==> config.mk <==
export PLATFORM = sky130hd
export DESIGN_NAME = keypad_scanner
export DESIGN_NICKNAME = d
export VERILOG_FILES = /design/src/rtl/keypad_scanner.sv
export SDC_FILE = /design/constraint.sdc
export NUM_CORES = 1
export LEC_CHECK = 0
export BUFFER_PORTS_ARGS = -buffer_cell sky130_fd_sc_hd__buf_2
export CORE_MARGIN = 4
export CORE_UTILIZATION = 50
export DETAILED_ROUTE_END_ITERATION = 7
export HOLD_SLACK_MARGIN = 0.05
export PLACE_DENSITY_LB_ADDON = 0.05
export SLEW_MARGIN = 20
export SYNTH_ARGS = -nofsm -noshare
export SYNTH_HDL_FRONTEND = slang
export SYNTH_SLANG_ARGS = --single-unit
==> constraint.sdc <==
create_clock -name clk -period 2.4 [get_ports clk]
set_input_delay 0.24 -clock clk [delete_from_list [all_inputs] [get_ports clk]]
set_output_delay 0.24 -clock clk [all_outputs]
set_load 0.005 [all_outputs]
==> src/rtl/keypad_scanner.sv <==
// 4x4 keypad scanner: rotates a one-hot column drive, debounces a single closed key,
// and reports its position once per press.
module keypad_scanner #(
    parameter int SCAN_DIV        = 4,
    parameter int DEBOUNCE_CYCLES = 8
) (
    input  logic       clk,
    input  logic       reset,
    input  logic [3:0] rows,
    output logic [3:0] cols,
    output logic [3:0] key_code,
    output logic       key_valid,
    output logic       key_held
);

    localparam int DW = $clog2(SCAN_DIV);
    localparam int BW = $clog2(DEBOUNCE_CYCLES + 1);
    localparam logic [DW-1:0] DWELL_LAST = DW'(SCAN_DIV - 1);
    localparam logic [BW-1:0] DB_LAST    = BW'(DEBOUNCE_CYCLES - 1);

    typedef enum logic [1:0] {SCAN, PRESS_DB, HELD, RELEASE_DB} state_t;

    state_t        state_q, state_d;
    logic [3:0]    rs_meta_q, rs_meta_d;
    logic [3:0]    rs_q, rs_d;
    logic [1:0]    col_idx_q, col_idx_d;
    logic [DW-1:0] dwell_q, dwell_d;
    logic [BW-1:0] db_q, db_d;
    logic [3:0]    latched_q, latched_d;
    logic [3:0]    key_code_q, key_code_d;
    logic          key_valid_q, key_valid_d;
    logic          key_held_q, key_held_d;

    logic          rs_onehot;
    logic [1:0]    col_next;
    logic [1:0]    row_idx;

    assign rs_onehot = (rs_q != 4'd0) && ((rs_q & (rs_q - 4'd1)) == 4'd0);
    assign col_next  = col_idx_q + 2'd1;

    always_comb begin
        row_idx = 2'd0;
        case (latched_q)
            4'b0010: row_idx = 2'd1;
            4'b0100: row_idx = 2'd2;
            4'b1000: row_idx = 2'd3;
            default: row_idx = 2'd0;
        endcase
    end

    always_comb begin
        rs_meta_d   = rows;
        rs_d        = rs_meta_q;
        state_d     = state_q;
        col_idx_d   = col_idx_q;
        dwell_d     = dwell_q;
        db_d        = db_q;
        latched_d   = latched_q;
        key_code_d  = key_code_q;
        key_valid_d = 1'b0;
        key_held_d  = key_held_q;

        case (state_q)
            SCAN: begin
                // Rows are only trusted at the end of the dwell, once the column has settled.
                if (dwell_q == DWELL_LAST) begin
                    dwell_d = '0;
                    if (rs_onehot) begin
                        latched_d = rs_q;
                        db_d      = '0;
                        state_d   = PRESS_DB;
                    end else begin
                        col_idx_d = col_next;
                    end
                end else begin
                    dwell_d = dwell_q + DW'(1);
                end
            end
            PRESS_DB: begin
                if (rs_q == latched_q) begin
                    if (db_q == DB_LAST) begin
                        db_d        = '0;
                        state_d     = HELD;
                        key_valid_d = 1'b1;
                        key_held_d  = 1'b1;
                        key_code_d  = {row_idx, col_idx_q};
                    end else begin
                        db_d = db_q + BW'(1);
                    end
                end else begin
                    db_d      = '0;
                    dwell_d   = '0;
                    col_idx_d = col_next;
                    state_d   = SCAN;
                end
            end
            HELD: begin
                if (rs_q == 4'd0) begin
                    db_d    = '0;
                    state_d = RELEASE_DB;
                end
            end
            RELEASE_DB: begin
                if (rs_q == 4'd0) begin
                    if (db_q == DB_LAST) begin
                        db_d       = '0;
                        dwell_d    = '0;
                        col_idx_d  = col_next;
                        key_held_d = 1'b0;
                        state_d    = SCAN;
                    end else begin
                        db_d = db_q + BW'(1);
                    end
                end else begin
                    db_d    = '0;
                    state_d = HELD;
                end
            end
            default: state_d = SCAN;
        endcase
    end

    always_ff @(posedge clk) begin
        if (reset) begin
            state_q     <= SCAN;
            rs_meta_q   <= 4'd0;
            rs_q        <= 4'd0;
            col_idx_q   <= 2'd0;
            dwell_q     <= '0;
            db_q        <= '0;
            latched_q   <= 4'd0;
            key_code_q  <= 4'd0;
            key_valid_q <= 1'b0;
            key_held_q  <= 1'b0;
        end else begin
            state_q     <= state_d;
            rs_meta_q   <= rs_meta_d;
            rs_q        <= rs_d;
            col_idx_q   <= col_idx_d;
            dwell_q     <= dwell_d;
            db_q        <= db_d;
            latched_q   <= latched_d;
            key_code_q  <= key_code_d;
            key_valid_q <= key_valid_d;
            key_held_q  <= key_held_d;
        end
    end

    assign cols      = 4'b0001 << col_idx_q;
    assign key_code  = key_code_q;
    assign key_valid = key_valid_q;
    assign key_held  = key_held_q;

endmodule

==> summary.txt, run 1 <==
outcome -> finished, final reports clean
sequential area share after synthesis -> 0.422
net total in the final layout -> 158
Min Hold Slack -> 0.120 ns
Post-Route WL -> 2090 um
max-slew violation count -> 0
clock edge transition at the registers on the reported setup and hold paths -> 0.13 ns
fillers -> 236
Clock Tree Buf Depth -> 2
Place WS -> 0.570 ns
RR Startpoint -> db_q[0]
H-tree Lvls -> 1
Vias per Instance -> 5.40
pwr/cell area -> 541 mW/mm^2
PostCTS Resize Cnt -> 0
TritonCTS buffer count -> 3
fmax -> 0.543 GHz
Mapped Nets -> 145
post-route ant nets -> 0
Post-DP HPWL -> 1530 um
first-pass GRT wire length -> 3680 um
Via Count -> 940
CTS tree -> done
Sink Count -> 28
setup TNS -> 0 ns
setup violators final -> 0
IO Port Bufs -> 15
global-route usage over all layers -> 0.136
synthesis-stage register bit count -> 28
Register Area -> 561 um^2
Initial Util -> 0.531
Syn Inst Count -> 133
Post-DP Area -> 0.00139 mm^2
worst-path fanout max -> 6
Core Rows -> 18
Cell Area, Synth -> 0.00133 mm^2
drt wl/cell -> 12.0 um
Detailed Route Iter0 Violations -> 16
most common cell after layout, fill and taps aside -> dfxtp_1
RSZ-0062 raised after global routing -> false
share of the synthesized area in the top cell type -> 0.422
most frequent cells in the layout -> 28 x dfxtp_1, 17 x nor2_1, 15 x buf_2, 9 x mux2i_1, 9 x nor2b_1
YS warnings -> 0
final core utilization -> 0.565
crit path capture type -> flop
# IOs -> 16
dpl cells -> 171
Core Footprint -> 0.00250 mm^2
min-delay src -> rows[2]
initial antenna violation count -> 0
skew final -> 0.00280 ns
Tmin final -> 1.84 ns
Slew headroom -> 0.644
1st-pass router iterations -> 3
hold_buf cts -> 0
dominant cell type by area after synthesis -> dfxtp_1
Total Die Area -> 0.00354 mm^2
period utilisation layout -> 0.767
vias in the first global route -> 879
grt total ovfl -> 0
fin cells -> 174
setup ws final -> 0.560 ns
Pwr Total -> 764 uW
Synth area leaders -> dfxtp_1 42%, mux2i_1 6.8%, ha_1 5.7%, nor2_1 4.8%, xnor2_1 4.6%
worst vdd ir -> 0.000304 V
slew of the pin with the lowest slew margin -> 0.520 ns
CP Data Arrival Time -> 2.05 ns
multi-input logic area -> 702 um^2
Die Wd -> 59.5 um
ANT cells -> 0
Post-CTS Setup Inserts -> 0
Finished Cell Area -> 0.00141 mm^2
CP required -> 2.61 ns
final hold vios -> 0
largest net degree at the start of global routing -> 28
distinct cell type count after synthesis -> 35
# DRC -> 0
RD Place Congestion -> 0.708
Critical Path Source Type -> flop
ratio of cells with drive above 1 in the final layout -> 0.188
syn_area_per_cell -> 9.98 um^2
critical path type -> flop to flop
latest clock arrival within the worst-skew pair -> 0.31 ns
Root Driver -> clkbuf_4
hold crit path type -> input pin to flop
Die H -> 59.5 um
Pleak -> 0.583 nW
Max Cap Viol -> 0
Critical Path Start -> db_q[0]
Area growth, synth to finish -> 6.41%
==> worst max-delay path: stages, from the launching register on <==
cell	delay, ns
dfxtp_1	0.36
ha_1	0.23
nand3b_2	0.16
and3b_4	0.24
o32ai_1	0.46
mux2i_1	0.24
nor2_1	0.05
==> Yosys cell counts, drive strengths merged <==
library cell,number
nor3,5
buf,4
clkbuf,3
ha,6
or4,1
a211oi,1
nor4,2
o21a,2
and2,1
dfxtp,28
and3b,1
o31ai,1
or3b,1
mux2i,9
a2111oi,1
nor4b,2
nand3b,3
or2,1
nor2b,9
nor2,17
o32ai,1
a221oi,1
xnor2,7
xor2,1
inv,4
nand2,7
a211o,1
a22oi,1
a31oi,4
a21oi,3
nand3,5
==> report_power, final <==
part,total (mW),internal [mW],switching (mW)
Sequential,0.497,0.481,0.0154
Combinational,0.0850,0.0405,0.0445
Clock,0.183,0.0588,0.124
==> kinds of logic after synthesis <==
group	count (synthesis)	share of synthesized area
simple gates	55	0.252
flops	28	0.422
compound gates	16	0.0999
buf+inv	11	0.0490
mux	9	0.0679
xor+xnor	8	0.0528
fa+ha+maj	6	0.0565
==> routing by layer <==
layer  track usage  vias to the layer above  share of wire
li1              -                      485              -
met1         0.173                      436           0.48
met2         0.220                       15           0.46
met3        0.0261                        4          0.041
met4        0.0665                        0          0.015
met5             0                        -              0
==> final timing paths <==
kind                  end  slack (ns)  cells past startpoint
max          col_idx_q[1]        0.56                      6
min               rs_d[2]        0.12                      2
max reg2reg  col_idx_q[1]        0.56                      6
min reg2reg       rs_q[0]        0.46                      1
==> area by class of cell <==
| cell class | instances | share of cell area |
|---|---|---|
| inverter | 4 | 0.0106 |
| timing repair buffer | 15 | 0.0531 |
| clock buffer | 3 | 0.0159 |
| multi-input combinational | 94 | 0.497 |
| tap | 30 | 0.0266 |
| sequential | 28 | 0.397 |
==> registers in the layout (all words and copies together) (netlist names) <==
register   count
key_valid      1
rs_q           4
col_idx_q      2
key_code       4
latched_q      4
state_q        2
dwell_q        2
rs_d           4
db_q           4
key_held       1
Note: power is estimated with default switching activity, not from simulation.
==> inputs of run 2 (changes only) <==
==> constraint.sdc (replaced) <==
create_clock -name clk -period 1.7 [get_ports clk]
set_input_delay 0.17 -clock clk [delete_from_list [all_inputs] [get_ports clk]]
set_output_delay 0.17 -clock clk [all_outputs]
set_load 0.005 [all_outputs]
==> summary.txt, run 2 (synthesized netlist as in run 1, its figures left out) <==
CP Data Arrival Time -> 1.90 ns
Pwr Total -> 1.18 mW
slew of the pin with the lowest slew margin -> 0.492 ns
Clock Tree Buf Depth -> 2
Via Count -> 1038
TritonCTS buffer count -> 3
RR Startpoint -> rs_q[3]
Pleak -> 0.696 nW
CP cell instances -> nor4_4 > and3b_4 > nor3_2 > or4_1 > a21oi_2
Core Footprint -> 0.00250 mm^2
skew final -> 0.0125 ns
final core utilization -> 0.664
1st-pass router iterations -> 4
net total in the final layout -> 176
global-route usage over all layers -> 0.154
IO Port Bufs -> 15
WHS Path Cells -> 2
Total Die Area -> 0.00354 mm^2
Critical Path Start -> rs_q[3]
setup ws final -> 0.0599 ns
Post-DP Area -> 0.00150 mm^2
RSZ-0062 raised after global routing -> true
CTS tree -> done
# DRC -> 0
critical path type -> flop to flop
grt total ovfl -> 0
fin cells -> 193
Core Rows -> 18
Post-Route WL -> 2520 um
Worst path slowest cell -> or4_1
R2R cell count -> 5
latest clock arrival within the worst-skew pair -> 0.32 ns
ANT cells -> 0
pwr/cell area -> 711 mW/mm^2
reg2reg end -> dwell_q[0]
fmax -> 0.610 GHz
Detailed Route Iter0 Violations -> 18
vias in the first global route -> 950
Post-DP HPWL -> 1780 um
Min Hold Slack -> 0.0658 ns
max-slew violation count -> 0
outcome -> finished, final reports clean
setup TNS -> 0 ns
first-pass GRT wire length -> 4210 um
Die Wd -> 59.5 um
most common cell after layout, fill and taps aside -> dfxtp_1
Finished Cell Area -> 0.00166 mm^2
Worst R2R Setup Slack -> 0.06 ns
crit path capture type -> flop
RD Place Congestion -> 0.784
Slew headroom -> 0.672
post-route ant nets -> 0
min-delay src -> rows[2]
most frequent cells in the layout -> 23 x dfxtp_1, 17 x nor2_1, 15 x buf_2, 14 x buf_4
Tmin final -> 1.64 ns
hold path endpoint -> rs_d[2]
CP required -> 1.96 ns
final hold vios -> 0
Critical Path Source Type -> flop
Initial Util -> 0.531
setup violators final -> 0
dpl cells -> 185
Die H -> 59.5 um
period utilisation layout -> 0.965
Root Driver -> clkbuf_4
largest net degree at the start of global routing -> 28
drt wl/cell -> 13.1 um
Area growth, synth to finish -> 25.0%
Max Cap Viol -> 0
# IOs -> 16
worst-path fanout max -> 6
Place WS -> -0.0122 ns
hold crit path type -> input pin to flop
worst vdd ir -> 0.000634 V
clock edge transition at the registers on the reported setup and hold paths -> 0.15 ns
ratio of cells with drive above 1 in the final layout -> 0.362
Sink Count -> 28
initial antenna violation count -> 0
CP peak stage delay -> 0.42 ns
H-tree Lvls -> 1
Vias per Instance -> 5.38
==> run 2: changes by cell type in the layout (fill, tap and decap cells not counted), moves of 2 or more <==
cell           before  now
buf_4               0   14
xnor2_1             7    4
dfxtp_1            28   23
dlygate4sd3_1       0    3
nor4b_2             0    2
xnor2_2             0    3
dfxtp_2             0    4
nor4b_1             2    0
==> run 2: timing repair <==
| action | CTS | global route |
|---|---|---|
| hold buffers | 3 | 0 |
| endpoints found under the hold margin | 3 | 0 |
| gates resized for setup | 4 | 16 |
| pin swaps | 2 | 4 |
| buffers inserted | 1 | 0 |
| setup endpoints to repair | 7 | 17 |
==> run 2: final cells by class <==
class | instances | area [um^2]
fillers | 202 | 841
repair buffers | 33 | 221
multi-input cells | 94 | 779
inverters | 4 | 15.0
clock buffers | 4 | 36.3
well taps | 30 | 37.5
flip-flops and latches | 28 | 569
==> run 2: report_power, final <==
group          total (mW)  switching (mW)  internal (mW)
logic               0.165          0.0813         0.0837
registers           0.700          0.0206          0.679
clock network       0.314           0.184          0.131
total                1.18           0.286          0.894
==> run 2: how the worst max path moves through the flow <==
stage | to | slack, ns | cells past startpoint
after floorplan | col_idx_q[1] | 0.001 | 6
after global placement | col_idx_q[1] | 0.04 | 6
after detailed placement | col_idx_q[1] | -0.01 | 5
after CTS | col_idx_q[1] | -0.04 | 5
after global routing | dwell_q[0] | -0.03 | 5
final | dwell_q[0] | 0.06 | 5
==> run 2: routing by layer <==
layer | global-route usage | vias up | wire, um
li1 | - | 520 | -
met2 | 0.264 | 27 | 1210
met5 | 0 | - | 0
met4 | 0.0380 | 0 | 9
met1 | 0.198 | 489 | 1150
met3 | 0.0283 | 2 | 148
==> run 2: worst max-delay path: cells and delay by family (launching register included) <==
kind	cells	cell delay, ns
simple gates	4	1.07
compound gates	1	0.13
flops	1	0.40
==> inputs of run 3 (changes only) <==
--- a/config.mk
+++ b/config.mk
@@ -7,7 +7,7 @@
 export LEC_CHECK = 0
 export BUFFER_PORTS_ARGS = -buffer_cell sky130_fd_sc_hd__buf_2
 export CORE_MARGIN = 4
-export CORE_UTILIZATION = 50
+export CORE_UTILIZATION = 56
 export DETAILED_ROUTE_END_ITERATION = 7
 export HOLD_SLACK_MARGIN = 0.05
 export PLACE_DENSITY_LB_ADDON = 0.05
==> summary.txt, run 3 (synthesized netlist as in run 1, its figures left out) <==
Sink Count -> 28
fin cells -> 190
Root Driver -> clkbuf_4
clock edge transition at the registers on the reported setup and hold paths -> 0.15 ns
final hold vios -> 0
Die Wd -> 56.7 um
Tmin final -> 1.71 ns
CTS tree -> done
Core Rows -> 17
Vias per Instance -> 5.50
switch share -> 0.253
RSZ-0062 raised after global routing -> true
CP required -> 1.91 ns
final core utilization -> 0.759
Total Die Area -> 0.00321 mm^2
Switch Pwr -> 306 uW
most frequent cells in the layout -> 21 x dfxtp_1, 17 x nor2_1, 15 x buf_2, 12 x buf_4, 9 x nor2b_1
latest clock arrival within the worst-skew pair -> 0.33 ns
clock network fraction of design power -> 0.269
setup ws final -> -0.0123 ns
grt total ovfl -> 0
1st-pass router iterations -> 4
fmax -> 0.584 GHz
# DRC -> 0
max-slew violation count -> 0
setup TNS -> -0.0123 ns
Max Cap Viol -> 0
worst vdd ir -> 0.000632 V
largest net degree at the start of global routing -> 28
drt wl/cell -> 14.4 um
Detailed Route Iter0 Violations -> 24
global-route usage over all layers -> 0.165
Clock Tree Buf Depth -> 2
P_int -> 903 uW
post-route ant nets -> 0
Initial Util -> 0.594
outcome -> finished, violations left
ratio of cells with drive above 1 in the final layout -> 0.383
slew of the pin with the lowest slew margin -> 0.494 ns
Area growth, synth to finish -> 27.7%
hold crit path type -> input pin to flop
H-tree Lvls -> 1
failing checks -> setup timing
initial antenna violation count -> 0
Comb power frac -> 0.152
setup violators final -> 1
Core Footprint -> 0.00223 mm^2
first-pass GRT wire length -> 4310 um
most common cell after layout, fill and taps aside -> dfxtp_1
worst-path fanout max -> 4
TritonCTS buffer count -> 3
dpl cells -> 177
Pleak -> 0.693 nW
Die H -> 56.7 um
Finished Cell Area -> 0.00170 mm^2
Post-DP Area -> 0.00145 mm^2
period utilisation layout -> 1.01
net total in the final layout -> 175
critical path type -> flop to flop
ANT cells -> 0
RD Place Congestion -> 0.844
Worst R2R Setup Slack -> -0.01 ns
Pwr Total -> 1.21 mW
IO Port Bufs -> 15
pwr/cell area -> 714 mW/mm^2
skew final -> 0.00931 ns
Slew headroom -> 0.670
Seq pwr share -> 0.579
crit path capture type -> flop
vias in the first global route -> 1013
CP Data Arrival Time -> 1.92 ns
# IOs -> 16
Post-DP HPWL -> 1740 um
Via Count -> 1045
Critical Path Source Type -> flop
Post-Route WL -> 2740 um
run 3: stage by stage:
stage | setup WS, ns | hold WS, ns
6_report | -0.0123 | 0.0606
4_1_cts | -0.0352 | 0.0635
3_5_place_dp | -0.0502 | 0.384
3_3_place_gp | 0.0197 | 0.379
5_1_grt | -0.0760 | 0.0715
2_1_floorplan | 0.00137 | 0.298
run 3: metal layers:
layer | GRT usage | vias to the layer above | wire (um)
met5 | 0 | - | 0
met4 | 0.0576 | 0 | 63
met3 | 0.0230 | 6 | 89
met2 | 0.274 | 27 | 1350
met1 | 0.215 | 496 | 1240
li1 | - | 516 | -
run 3: worst paths after layout:
| check | startpoint | cells after the start | end |
|---|---|---|---|
| worst min register to register | rs_d[3] | 1 | rs_q[3] |
| worst min-delay path | rows[3] | 2 | rs_d[3] |
| worst max-delay path | rs_q[2] | 8 | latched_q[1] |
| worst max register to register | rs_q[2] | 8 | latched_q[1] |
run 3: what timing repair did:
action                                  in CTS  in global routing
hold buffers                                 2                  0
buffers inserted                             1                  6
endpoints found under the setup margin       8                 17
resized for setup                            8                 22
pin swaps                                    2                 10
hold endpoints to repair                     2                  0
run 3: area by class of cell:
type                    instances  area, um^2
clock buffers                   4        36.3
fillers                       159         538
inverters                       4        15.0
multi-input cells              94         813
flip-flops and latches         28         577
well taps                      28        35.0
repair buffers                 32         219
run 3: worst max-delay path, cell delays in order (launching register included):
cell     delay, ns
dfxtp_4       0.39
buf_6         0.12
buf_4         0.13
nor4b_4       0.24
a211o_1       0.22
buf_6         0.13
nand3_4       0.10
mux2i_2       0.22
nor2_1        0.06
run 3: power groups by stage:
stage / Combinational [mW] / Sequential, mW / Clock, mW
2_1_floorplan: 0.104 / 0.706 / 0
3_5_place_dp: 0.132 / 0.713 / 0
4_1_cts: 0.149 / 0.700 / 0.326
3_3_place_gp: 0.127 / 0.712 / 0
6_report: 0.184 / 0.700 / 0.326
5_1_grt: 0.202 / 0.704 / 0.355
